`src/rtl/vm_pkg.sv`:
```
// Shared types and constants for the dispense scheduler: FSM state encoding,
// coin weights, one-hot coin encodings and default product prices.
package vm_pkg;

    typedef enum logic [2:0] {
        IDLE     = 3'd0,
        DISPENSE = 3'd1,
        CHANGE   = 3'd2,
        GAP      = 3'd3,
        DONE     = 3'd4
    } state_e;

    localparam int COIN_W1 = 1;
    localparam int COIN_W2 = 2;
    localparam int COIN_W5 = 5;

    localparam logic [2:0] COIN_OH_1 = 3'b001;
    localparam logic [2:0] COIN_OH_2 = 3'b010;
    localparam logic [2:0] COIN_OH_5 = 3'b100;

    localparam int DEF_PRICE1 = 3;
    localparam int DEF_PRICE2 = 4;
    localparam int DEF_PRICE3 = 6;

endpackage

```
`src/rtl/change_coin_sel.sv`:
```
// Greedy change selector: picks the largest coin (5, 2, 1) not exceeding the
// remaining credit. Outputs zero when credit is zero.
module change_coin_sel
    import vm_pkg::*;
#(
    parameter int CREDIT_W = 4
) (
    input  logic [CREDIT_W-1:0] credit_i,
    output logic [2:0]          coin_o,
    output logic [CREDIT_W-1:0] value_o
);

    // largest coin that still fits in the remaining credit
    always_comb begin
        coin_o  = '0;
        value_o = '0;
        if (credit_i >= CREDIT_W'(COIN_W5)) begin
            coin_o  = COIN_OH_5;
            value_o = CREDIT_W'(COIN_W5);
        end else if (credit_i >= CREDIT_W'(COIN_W2)) begin
            coin_o  = COIN_OH_2;
            value_o = CREDIT_W'(COIN_W2);
        end else if (credit_i != '0) begin
            coin_o  = COIN_OH_1;
            value_o = CREDIT_W'(COIN_W1);
        end
    end

endmodule

```
`src/rtl/dispense_scheduler.sv`:
```
// Vending dispense scheduler: credit accumulation, product arbitration,
// timed motor drive, coin-by-coin change return and delivery pulse.
// Optional macro VM_RR_ARB_EN selects round-robin arbitration among
// affordable simultaneous requests; otherwise product 1 > 2 > 3.
module dispense_scheduler
    import vm_pkg::*;
#(
    parameter int CREDIT_W    = 4,
    parameter int MAX_CREDIT  = 15,
    parameter int PRICE1      = DEF_PRICE1,
    parameter int PRICE2      = DEF_PRICE2,
    parameter int PRICE3      = DEF_PRICE3,
    parameter int DISP_CYCLES = 4
) (
    input  logic                clk,
    input  logic                reset,
    input  logic [2:0]          req_i,
    input  logic [2:0]          coin_in_i,
    output logic                motor_o,
    output logic [2:0]          product_sel_o,
    output logic                coin_reject_o,
    output logic [2:0]          deny_o,
    output logic [2:0]          coin_out_o,
    output logic                delivered_o,
    output logic                busy_o,
    output logic [CREDIT_W-1:0] credit_o
);

    localparam int CNT_W = $clog2(DISP_CYCLES + 1);
    localparam logic [2:0][CREDIT_W-1:0] PRICES =
        {CREDIT_W'(PRICE3), CREDIT_W'(PRICE2), CREDIT_W'(PRICE1)};

    state_e              state_q, state_d;
    logic [CREDIT_W-1:0] credit_q, credit_d;
    logic [2:0]          psel_q, psel_d;
    logic [2:0]          deny_q, deny_d;
    logic                rej_q, rej_d;
    logic [CNT_W-1:0]    cnt_q, cnt_d;

    logic [2:0]          afford, grant;
    logic [CREDIT_W-1:0] gprice;
    logic [CREDIT_W:0]   coin_val, coin_sum;
    logic [2:0]          chg_coin;
    logic [CREDIT_W-1:0] chg_val;

    change_coin_sel #(.CREDIT_W(CREDIT_W)) u_chg (
        .credit_i (credit_q),
        .coin_o   (chg_coin),
        .value_o  (chg_val)
    );

    // requests are priced against the registered credit only
    always_comb begin
        afford = '0;
        for (int i = 0; i < 3; i++)
            afford[i] = req_i[i] && (credit_q >= PRICES[i]);
    end

`ifdef VM_RR_ARB_EN
    logic [1:0] ptr_q, ptr_d, gnext, j;

    // search starts at the product after the last one granted
    always_comb begin
        grant = '0;
        gnext = ptr_q;
        j     = '0;
        for (int k = 0; k < 3; k++) begin
            j = 2'((int'(ptr_q) + k) % 3);
            if (grant == '0 && afford[j]) begin
                grant[j] = 1'b1;
                gnext    = (j == 2'd2) ? 2'd0 : j + 2'd1;
            end
        end
    end

    // round-robin pointer register
    always_ff @(posedge clk) begin
        if (reset) ptr_q <= '0;
        else       ptr_q <= ptr_d;
    end
`else
    // fixed priority: lowest product number wins
    always_comb begin
        grant    = '0;
        grant[0] = afford[0];
        grant[1] = afford[1] & ~afford[0];
        grant[2] = afford[2] & ~(|afford[1:0]);
    end
`endif

    // price of the granted product and value of the inserted coin
    always_comb begin
        gprice = '0;
        for (int i = 0; i < 3; i++)
            if (grant[i]) gprice = PRICES[i];
        case (coin_in_i)
            COIN_OH_1: coin_val = (CREDIT_W+1)'(COIN_W1);
            COIN_OH_2: coin_val = (CREDIT_W+1)'(COIN_W2);
            COIN_OH_5: coin_val = (CREDIT_W+1)'(COIN_W5);
            default:   coin_val = '0;
        endcase
        coin_sum = {1'b0, credit_q} + coin_val;
    end

    // next-state, credit bookkeeping and registered pulse generation
    always_comb begin
        state_d  = state_q;
        credit_d = credit_q;
        psel_d   = psel_q;
        cnt_d    = cnt_q;
        deny_d   = '0;
        rej_d    = (coin_in_i != '0) && (state_q != IDLE);
`ifdef VM_RR_ARB_EN
        ptr_d    = ptr_q;
`endif
        case (state_q)
            IDLE: begin
                deny_d = req_i & ~afford;
                if (grant != '0) begin
                    credit_d = credit_q - gprice;
                    psel_d   = grant;
                    cnt_d    = CNT_W'(DISP_CYCLES - 1);
                    state_d  = DISPENSE;
                    rej_d    = (coin_in_i != '0);
`ifdef VM_RR_ARB_EN
                    ptr_d    = gnext;
`endif
                end else if (coin_in_i != '0) begin
                    if (!$onehot(coin_in_i) || coin_sum > (CREDIT_W+1)'(MAX_CREDIT))
                        rej_d = 1'b1;
                    else
                        credit_d = coin_sum[CREDIT_W-1:0];
                end
            end
            DISPENSE: begin
                if (cnt_q == '0)
                    state_d = (credit_q != '0) ? CHANGE : DONE;
                else
                    cnt_d = cnt_q - 1'b1;
            end
            CHANGE: begin
                credit_d = credit_q - chg_val;
                state_d  = (credit_q == chg_val) ? DONE : GAP;
            end
            GAP: state_d = CHANGE;
            DONE: begin
                psel_d  = '0;
                state_d = IDLE;
            end
            default: state_d = IDLE;
        endcase
    end

    // state and datapath registers; reset abandons any transaction in flight
    always_ff @(posedge clk) begin
        if (reset) begin
            state_q  <= IDLE;
            credit_q <= '0;
            psel_q   <= '0;
            deny_q   <= '0;
            rej_q    <= 1'b0;
            cnt_q    <= '0;
        end else begin
            state_q  <= state_d;
            credit_q <= credit_d;
            psel_q   <= psel_d;
            deny_q   <= deny_d;
            rej_q    <= rej_d;
            cnt_q    <= cnt_d;
        end
    end

    assign motor_o       = (state_q == DISPENSE);
    assign coin_out_o    = (state_q == CHANGE) ? chg_coin : 3'b000;
    assign delivered_o   = (state_q == DONE);
    assign busy_o        = (state_q != IDLE);
    assign product_sel_o = psel_q;
    assign deny_o        = deny_q;
    assign coin_reject_o = rej_q;
    assign credit_o      = credit_q;

endmodule
```
`config.mk`:
```
export PLATFORM = sky130hd
export DESIGN_NAME = dispense_scheduler
export DESIGN_NICKNAME = d
export VERILOG_FILES = /design/src/rtl/vm_pkg.sv /design/src/rtl/change_coin_sel.sv /design/src/rtl/dispense_scheduler.sv
export SDC_FILE = /design/constraint.sdc
export NUM_CORES = 1
export LEC_CHECK = 0
export CAP_MARGIN = 20
export CORE_ASPECT_RATIO = 1.5
export CORE_MARGIN = 5
export CORE_UTILIZATION = 40
export CTS_BUF_LIST = sky130_fd_sc_hd__clkbuf_8 sky130_fd_sc_hd__clkbuf_16
export DETAILED_ROUTE_END_ITERATION = 6
export PLACE_DENSITY = 0.68
export SKIP_LAST_GASP = 1
export SYNTH_ARGS = -nofsm -noshare
export SYNTH_HDL_FRONTEND = slang
export SYNTH_SLANG_ARGS = --single-unit
```
`constraint.sdc`:
```
create_clock -name clk -period 3.15 [get_ports clk]
set_input_delay 0.63 -clock clk [delete_from_list [all_inputs] [get_ports clk]]
set_output_delay 0.63 -clock clk [all_outputs]
set_load 0.02 [all_outputs]
```
==> impl_metrics.sql, run 1 <==
INSERT INTO impl_metrics (metric_group, metric, value, unit) VALUES
('clock_tree', 'tritoncts', 'yes', ''),
('logic_synthesis', 'synth_warnings', '0', ''),
('cells_and_area', 'drive_gt1_frac', '0.144', ''),
('logic_synthesis', 'post_synth_edffs', '0', ''),
('worst_setup_path', 'slowest_delay', '0.49', 'ns'),
('logic_synthesis', 'syn_area', '1350', 'sq um'),
('drt', 'ant_nets', '0', ''),
('sta', 'setup_viol', '0', ''),
('drt', 'route.vias.total', '1223', ''),
('sta', 'skew', '0.00246', 'ns'),
('global_routing', 'pin_count_of_the_biggest_net_entering_global_routing', '17', ''),
('clock_tree', 'clock_insertion_delay_worst_skew', '0.25', 'ns'),
('worst_setup_path', 'worstSetupPathType', 'input pin to flip-flop', ''),
('floorplanning', 'floorplan.io_pins', '25', ''),
('worst_setup_path', 'worst_path_arrival', '3.07', 'ns'),
('logic_synthesis', 'synth.net_count', '177', ''),
('drt', 'dr.first_iter.drc_count', '30', ''),
('sta', 'max_clock_freq', '341', 'MHz'),
('worst_setup_path', 'worstSetupEndpointType', 'flip-flop', ''),
('min_path', 'worstHoldPathCells', '2', ''),
('clock_tree', 'clk_transition_reported_paths', '0.06', 'ns'),
('drt', 'drc', '0', ''),
('sta', 'rsz0062_at_grt', 'no', ''),
('clock_tree', 'cts_setup_buffers', '0', ''),
('clock_tree', 'cts_sinks', '17', ''),
('logic_synthesis', 'ys_ff_latch', '17', ''),
('logic_synthesis', 'synth_compound_area_frac', '0.249', ''),
('clock_tree', 'cts.path.max_buffers', '2', ''),
('floorplanning', 'chip_width', '57.5', 'um'),
('logic_synthesis', 'netlist-cell-type-count', '49', ''),
('clock_tree', 'cts_inserted_buffers', '3', ''),
('worst_setup_path', 'r2r_start', 'credit_o[1]$_SDFFE_PP0P_', ''),
('outcome', 'run_status', 'finished, final reports clean', ''),
('sta', 'timing.max_slew.rel_slack', '0.576', ''),
('drt', 'wire_length_reported_by_the_detailed_router', '3390', 'um'),
('placement', 'gpl.final_weighted_congestion', '0.828', ''),
('cells_and_area', 'finalNetCount', '212', ''),
('placement', 'place.port_buffers', '24', ''),
('placement', 'placed_area', '1680', 'sq um'),
('global_routing', 'antenna_found_initial', '0', ''),
('global_routing', 'grt_pass1_vias', '1281', ''),
('worst_setup_path', 'crit_required', '3.29', 'ns'),
('sta', 'worst_pin_slew', '0.636', 'ns'),
('drt', 'viasPerCell', '5.32', ''),
('worst_setup_path', 'critical_path.startpoint', 'coin_in_i[2]', ''),
('floorplanning', 'die_height', '81.2', 'um'),
('drt', 'drt_pre_antenna_iters', '4', ''),
('sta', 'hold_viol_final', '0', ''),
('logic_synthesis', 'dominant_combinational_cell_family_by_area_after_synthesis', 'compound AO/OA/AOI/OAI gates', ''),
('logic_synthesis', 'synth_xor_xnor_area_share', '0.0324', ''),
('floorplanning', 'die_outline_area', '4670', 'sq um'),
('floorplanning', 'initial_utilization', '0.404', ''),
('floorplanning', 'rows', '26', ''),
('pwr', 'total_leakage_power', '0.000723', 'uW'),
('cells_and_area', 'postLayoutCellArea', '1730', 'sq um'),
('logic_synthesis', 'synthesis.instances', '154', ''),
('logic_synthesis', 'async_flop_share', '0', ''),
('drt', 'routed_wire_length_per_instance', '14.7', 'um'),
('sta', 'setup_tns', '0', 'ns'),
('worst_setup_path', 'rrSetupSlack', '0.30', 'ns'),
('cells_and_area', 'area_added_between_synthesis_and_finish', '28.2', '%'),
('sta', 'fin_ws', '0.219', 'ns'),
('global_routing', 'grt.overflow.total', '0', ''),
('global_routing', 'grt_usage', '0.153', ''),
('logic_synthesis', 'postSynth.topFlopCell', 'sky130_fd_sc_hd__dfxtp_1', ''),
('worst_setup_path', 'worstPathCellList', 'clkdlybuf4s50_1 > xnor2_1 > nor2_1 > ha_1 > fa_1 > a21o_1 > a211oi_2 > o311ai_2 > a211oi_2 > mux2_4', ''),
('worst_setup_path', 'crit_path_end', 'credit_o[3]$_SDFFE_PP0P_', ''),
('worst_setup_path', 'critical-path-slowest-cell', 'sky130_fd_sc_hd__clkdlybuf4s50_1', ''),
('sta', 'finalWorstPathRequiredPeriod', '2.93', 'ns'),
('worst_setup_path', 'path_common_cell', 'sky130_fd_sc_hd__a211oi_2', ''),
('worst_setup_path', 'critPathLaunchType', 'input pin', '');
[flip-flops by register name, summed over array words and instances, names as in the netlist]
register and cells:
cnt_q 3, coin_reject_o 1, credit_o 4, product_sel_o 3, deny_o 3, state_q 3
[critical path: cells and delay by family]
kind / cells / cell delay (ns)
multiplexers: 1 / 0.32
XOR/XNOR: 1 / 0.12
buffers and inverters: 1 / 0.49
AO/OA/AOI/OAI: 4 / 0.86
adder cells (fa/ha/maj): 2 / 0.59
AND/OR/NAND/NOR: 1 / 0.06
[routing by layer]
metal / track usage / vias to the layer above / routed length [um]
met3: 0.00795 / 5 / 68
met5: 0 / - / 0
met4: 0.0557 / 0 / 48
li1: - / 620 / -
met1: 0.163 / 575 / 1380
met2: 0.307 / 23 / 1890
[area by class of cell]
cell class | instances | area (sq um)
fill | 307 | 1620
multi-input combinational | 120 | 932
sequential | 17 | 340
timing repair buffer | 34 | 315
tap | 42 | 52.6
inverter | 13 | 48.8
clock buffer | 3 | 41.3
clock inverter | 1 | 3.75
[stage by stage]
stage                      util  power [uW]  instances
after CTS                 0.516        1610        230
after floorplan               -        1100        154
after detailed placement  0.503        1450        226
after global routing      0.518        1740        230
after global placement    0.503        1410        226
final                     0.518        1610        230
[cell usage in the layout, fill, tap and decap left out, drive strengths merged, types with 2 or more instances in the layout]
| master | count |
|---|---|
| a2bb2oi | 2 |
| nor3b | 3 |
| nand2 | 13 |
| a211oi | 7 |
| inv | 14 |
| and2b | 3 |
| a311oi | 3 |
| nand2b | 3 |
| clkbuf | 3 |
| o211ai | 2 |
| buf | 10 |
| nor2 | 21 |
| clkdlybuf4s50 | 24 |
| xnor2 | 3 |
| o21ai | 4 |
| nor3 | 8 |
| mux2 | 2 |
| dfxtp | 17 |
| a21oi | 6 |
| and3 | 2 |
| a21o | 4 |
| fa | 4 |
| ha | 11 |
| xor2 | 2 |
[logic make-up after synthesis]
group           count (synthesis)
compound gates                 39
xor+xnor                        5
fa+ha+maj                      15
buf+inv                        17
flops                          17
mux                             3
simple gates                   58
[synthesized netlist by cell type (2+ instances only)]
cell type	count	share of area
sky130_fd_sc_hd__a211oi_1	5	0.028
sky130_fd_sc_hd__a211oi_2	2	0.018
sky130_fd_sc_hd__a21o_2	3	0.019
sky130_fd_sc_hd__a21oi_1	6	0.022
sky130_fd_sc_hd__a311oi_1	2	0.013
sky130_fd_sc_hd__and2b_1	3	0.017
sky130_fd_sc_hd__and3_1	2	0.0092
sky130_fd_sc_hd__dfxtp_1	17	0.25
sky130_fd_sc_hd__fa_1	4	0.059
sky130_fd_sc_hd__ha_1	11	0.10
sky130_fd_sc_hd__inv_1	13	0.036
sky130_fd_sc_hd__nand2_1	13	0.036
sky130_fd_sc_hd__nand2b_1	3	0.014
sky130_fd_sc_hd__nor2_1	21	0.058
sky130_fd_sc_hd__nor3_1	7	0.026
sky130_fd_sc_hd__nor3b_1	2	0.011
sky130_fd_sc_hd__o211ai_1	2	0.011
sky130_fd_sc_hd__o21ai_0	4	0.015
sky130_fd_sc_hd__xnor2_1	3	0.019
sky130_fd_sc_hd__xor2_1	2	0.013
[timing repair]
item                                    CTS  global route
endpoints found under the setup margin    0             1
gates resized for setup                   0             1
hold endpoints to repair                  0             0
[report_power, final]
part	switching [uW]	internal, uW	total [uW]
Combinational	576	515	1090
Clock	70.0	86.4	156
Sequential	85.7	274	360
Total	732	876	1610
[how the worst min path moves through the flow]
stage	from	end	slack [ns]
global route	product_sel_o[1]$_SDFFE_PP0P_	product_sel_o[1]$_SDFFE_PP0P_	0.50
CTS	product_sel_o[1]$_SDFFE_PP0P_	product_sel_o[1]$_SDFFE_PP0P_	0.48
detailed placement	product_sel_o[1]$_SDFFE_PP0P_	product_sel_o[1]$_SDFFE_PP0P_	0.47
global placement	product_sel_o[1]$_SDFFE_PP0P_	product_sel_o[1]$_SDFFE_PP0P_	0.46
floorplan	cnt_q[0]$_SDFFE_PP0P_	cnt_q[0]$_SDFFE_PP0P_	0.44
finish	product_sel_o[1]$_SDFFE_PP0P_	product_sel_o[1]$_SDFFE_PP0P_	0.47
Power figures use the tool's default switching activity.
==> run 2: changes to the inputs <==
--- a/config.mk
+++ b/config.mk
@@ -5,6 +5,7 @@
 export SDC_FILE = /design/constraint.sdc
 export NUM_CORES = 1
 export LEC_CHECK = 0
+export ABC_AREA = 1
 export CAP_MARGIN = 20
 export CORE_ASPECT_RATIO = 1.5
 export CORE_MARGIN = 5
==> impl_metrics.sql, run 2 <==
INSERT INTO impl_metrics (metric_group, metric, value, unit) VALUES
('min_path', 'worstHoldPathType', 'flip-flop to flip-flop', ''),
('pwr', 'power.combinational.fraction', '0.695', ''),
('worst_setup_path', 'worstPathCellList', 'nor2_1 > inv_1 > o21ai_0 > inv_1 > nor2_1 > inv_1 > nor2_1 > clkdlybuf4s50_1', ''),
('sta', 'rsz0062_at_grt', 'no', ''),
('sta', 'drv_slew', '0', ''),
('sta', 'finalWorstPathRequiredPeriod', '2.87', 'ns'),
('drt', 'routed_wire_length_per_instance', '11.5', 'um'),
('logic_synthesis', 'netlist-cell-type-count', '30', ''),
('clock_tree', 'tritoncts', 'yes', ''),
('placement', 'gpl.final_weighted_congestion', '0.818', ''),
('logic_synthesis', 'synthDominantAreaCellType', 'sky130_fd_sc_hd__dfxtp_1', ''),
('logic_synthesis', 'synthesis.instances', '184', ''),
('pwr', 'design_power_total', '1610', 'uW'),
('sta', 'hold_slack', '0.458', 'ns'),
('pwr', 'pwr_density_cell', '984', 'nW/um^2'),
('cells_and_area', 'area_added_between_synthesis_and_finish', '27.1', '%'),
('worst_setup_path', 'crit_required', '2.52', 'ns'),
('logic_synthesis', 'ys_ff_latch', '17', ''),
('logic_synthesis', 'most_common_cell_in_the_synthesized_netlist', 'sky130_fd_sc_hd__nand2_1', ''),
('pwr', 'internal_power', '809', 'uW'),
('cells_and_area', 'finalNetCount', '238', ''),
('drt', 'drt_pre_antenna_iters', '4', ''),
('logic_synthesis', 'async_flop_share', '0', ''),
('run', 'timing.max_cap.violations', '0', ''),
('clock_tree', 'cts_resized', '0', ''),
('worst_setup_path', 'worstSetupEndpointType', 'output pin', ''),
('worst_setup_path', 'worst-path-buf-inv', '4', ''),
('drt', 'viasPerCell', '4.99', ''),
('drt', 'dr.first_iter.drc_count', '22', ''),
('sta', 'fin_ws', '0.280', 'ns'),
('clock_tree', 'cts.path.max_buffers', '2', ''),
('global_routing', 'antenna_found_initial', '0', ''),
('outcome', 'run_status', 'finished, final reports clean', ''),
('logic_synthesis', 'synth_seq_area_share', '0.264', ''),
('worst_setup_path', 'worst_path_arrival', '2.24', 'ns'),
('placement', 'place.port_buffers', '24', ''),
('drt', 'wire_length_reported_by_the_detailed_router', '2930', 'um'),
('sta', 'timing.max_slew.rel_slack', '0.703', ''),
('drt', 'drc', '0', ''),
('floorplanning', 'rows', '25', ''),
('floorplanning', 'floorplan.io_pins', '25', ''),
('pwr', 'total_leakage_power', '0.000790', 'uW'),
('global_routing', 'pin_count_of_the_biggest_net_entering_global_routing', '13', ''),
('sta', 'worst_pin_slew', '0.440', 'ns'),
('clock_tree', 'post_cts_hold_buffer_count', '0', ''),
('worst_setup_path', 'cp_max_fanout', '7', ''),
('clock_tree', 'htree_num_levels', '1', ''),
('sta', 'max_clock_freq', '348', 'MHz'),
('logic_synthesis', 'synth_warnings', '0', ''),
('cells_and_area', 'top_library_cells_by_usage_in_the_layout_fill_and_taps_aside', 'sky130_fd_sc_hd__nand2_1 (39), sky130_fd_sc_hd__inv_1 (28), sky130_fd_sc_hd__nor2_1 (25)', ''),
('sta', 'post_route_fraction_of_the_period_consumed_by_the_critical_path', '0.911', ''),
('worst_setup_path', 'critPathLaunchType', 'flip-flop', ''),
('worst_setup_path', 'slowest_delay', '0.61', 'ns'),
('worst_setup_path', 'critical-path-slowest-cell', 'sky130_fd_sc_hd__clkdlybuf4s50_1', ''),
('drt', 'route.vias.total', '1267', ''),
('pwr', 'sequential_group_share_of_total_power', '0.208', ''),
('logic_synthesis', 'post_synth_edffs', '0', ''),
('pwr', 'ir_worst_vdd', '0.000377', 'V'),
('clock_tree', 'cts_inserted_buffers', '3', ''),
('placement', 'hpwlAfterDp', '2390', 'um'),
('clock_tree', 'clockRootBuffer', 'sky130_fd_sc_hd__clkbuf_8', ''),
('global_routing', 'grt_usage', '0.151', ''),
('floorplanning', 'core_area', '3130', 'sq um'),
('global_routing', 'grt_pass1_vias', '1290', ''),
('floorplanning', 'die_outline_area', '4490', 'sq um'),
('pwr', 'power_switching_share', '0.499', ''),
('drt', 'ant_nets', '0', ''),
('logic_synthesis', 'postSynth.topFlopCell', 'sky130_fd_sc_hd__dfxtp_1', ''),
('sta', 'hold_viol_final', '0', ''),
('cells_and_area', 'layout_commonest_cell', 'sky130_fd_sc_hd__nand2_1', ''),
('placement', 'placed_area', '1600', 'sq um'),
('sta', 'setup_tns', '0', 'ns'),
('logic_synthesis', 'synth_common_cells', 'sky130_fd_sc_hd__nand2_1 (39), sky130_fd_sc_hd__inv_1 (27), sky130_fd_sc_hd__nor2_1 (25)', ''),
('placement', 'dpl_worst_slack', '0.255', 'ns'),
('sta', 'skew', '0.00394', 'ns'),
('cells_and_area', 'antenna-diode-count', '0', ''),
('worst_setup_path', 'critical-path-top-delay-family', 'buffers and inverters', ''),
('clock_tree', 'clock_insertion_delay_worst_skew', '0.25', 'ns'),
('pwr', 'power.clock.fraction', '0.096', ''),
('pwr', 'p_switching', '806', 'uW'),
('floorplanning', 'chip_width', '56.4', 'um'),
('logic_synthesis', 'syn_area', '1290', 'sq um'),
('logic_synthesis', 'area_fraction_of_the_dominant_cell_type_after_synthesis', '0.264', ''),
('cells_and_area', 'drive_gt1_frac', '0.0748', ''),
('sta', 'setup_viol', '0', ''),
('clock_tree', 'cts_sinks', '17', ''),
('cells_and_area', 'postLayoutCellArea', '1640', 'sq um'),
('global_routing', 'global_route_wire_length_before_repair', '5380', 'um'),
('logic_synthesis', 'synth.net_count', '207', ''),
('clock_tree', 'cts_setup_buffers', '0', ''),
('clock_tree', 'clk_transition_reported_paths', '0.06', 'ns'),
('logic_synthesis', 'syn-mean-instance-area', '7.02', 'sq um'),
('floorplanning', 'die_height', '79.6', 'um'),
('logic_synthesis', 'synth.area.top_cells', 'sky130_fd_sc_hd__dfxtp_1 (26%), sky130_fd_sc_hd__nand2_1 (11%), sky130_fd_sc_hd__ha_1 (11%)', ''),
('global_routing', 'grt.overflow.total', '0', ''),
('cells_and_area', 'largest_register_ffs', '4', ''),
('floorplanning', 'initial_utilization', '0.413', ''),
('worst_setup_path', 'worstSetupPathType', 'flip-flop to output pin', '');
==> run 2: metal layers <==
layer / share of wire / global-route usage / up-vias
met1: 0.40 / 0.162 / 569
met2: 0.52 / 0.279 / 34
met5: 0 / 0 / -
met3: 0.050 / 0.0243 / 7
li1: - / - / 657
met4: 0.025 / 0.0760 / 0
==> run 2: power by group through the flow <==
stage | clock network (uW) | logic, uW | registers [uW]
6_report | 155 | 1120 | 336
3_5_place_dp | 0 | 1130 | 341
5_1_grt | 168 | 1290 | 348
2_1_floorplan | 0 | 751 | 397
4_1_cts | 158 | 1140 | 337
3_3_place_gp | 0 | 1120 | 340
==> run 2: final timing paths <==
check             cells past startpoint                            end  slack [ns]                           from
setup / recovery                      8                  coin_out_o[1]        0.28       credit_o[0]$_SDFFE_PP0P_
setup reg to reg                     15       credit_o[3]$_SDFFE_PP0P_        0.93       credit_o[3]$_SDFFE_PP0P_
hold / removal                        2  product_sel_o[1]$_SDFFE_PP0P_        0.46  product_sel_o[1]$_SDFFE_PP0P_
hold reg to reg                       2  product_sel_o[1]$_SDFFE_PP0P_        0.46  product_sel_o[1]$_SDFFE_PP0P_
==> run 2: layout make-up <==
class	instances	area [sq um]
clock buffer	3	41.3
clock inverter	1	3.75
fill	311	1490
inverter	29	109
multi-input combinational	138	842
sequential	17	340
tap	40	50.0
timing repair buffer	26	255
==> run 2: worst reg2reg max path, delay by kind of cell, from the launching register on <==
family | cells | cell delay, ns
and+or+nand+nor | 12 | 1.14
AOI/OAI and AO/OA | 1 | 0.16
DFF | 1 | 0.38
buffers and inverters | 1 | 0.11
adders and majority gates | 1 | 0.32
==> run 2: logic make-up after synthesis <==
logic type      Yosys count  synth area share
compound gates           27             0.117
xor+xnor                  3            0.0204
fa+ha+maj                15             0.169
buf+inv                  29            0.0843
flops                    17             0.264
simple gates             93             0.346
==> run 2: metrics by stage <==
step | instances | utilization
final | 254 | 0.525
after global routing | 254 | 0.525
after CTS | 254 | 0.525
after detailed placement | 250 | 0.510
after global placement | 250 | 0.510
after floorplan | 184 | -
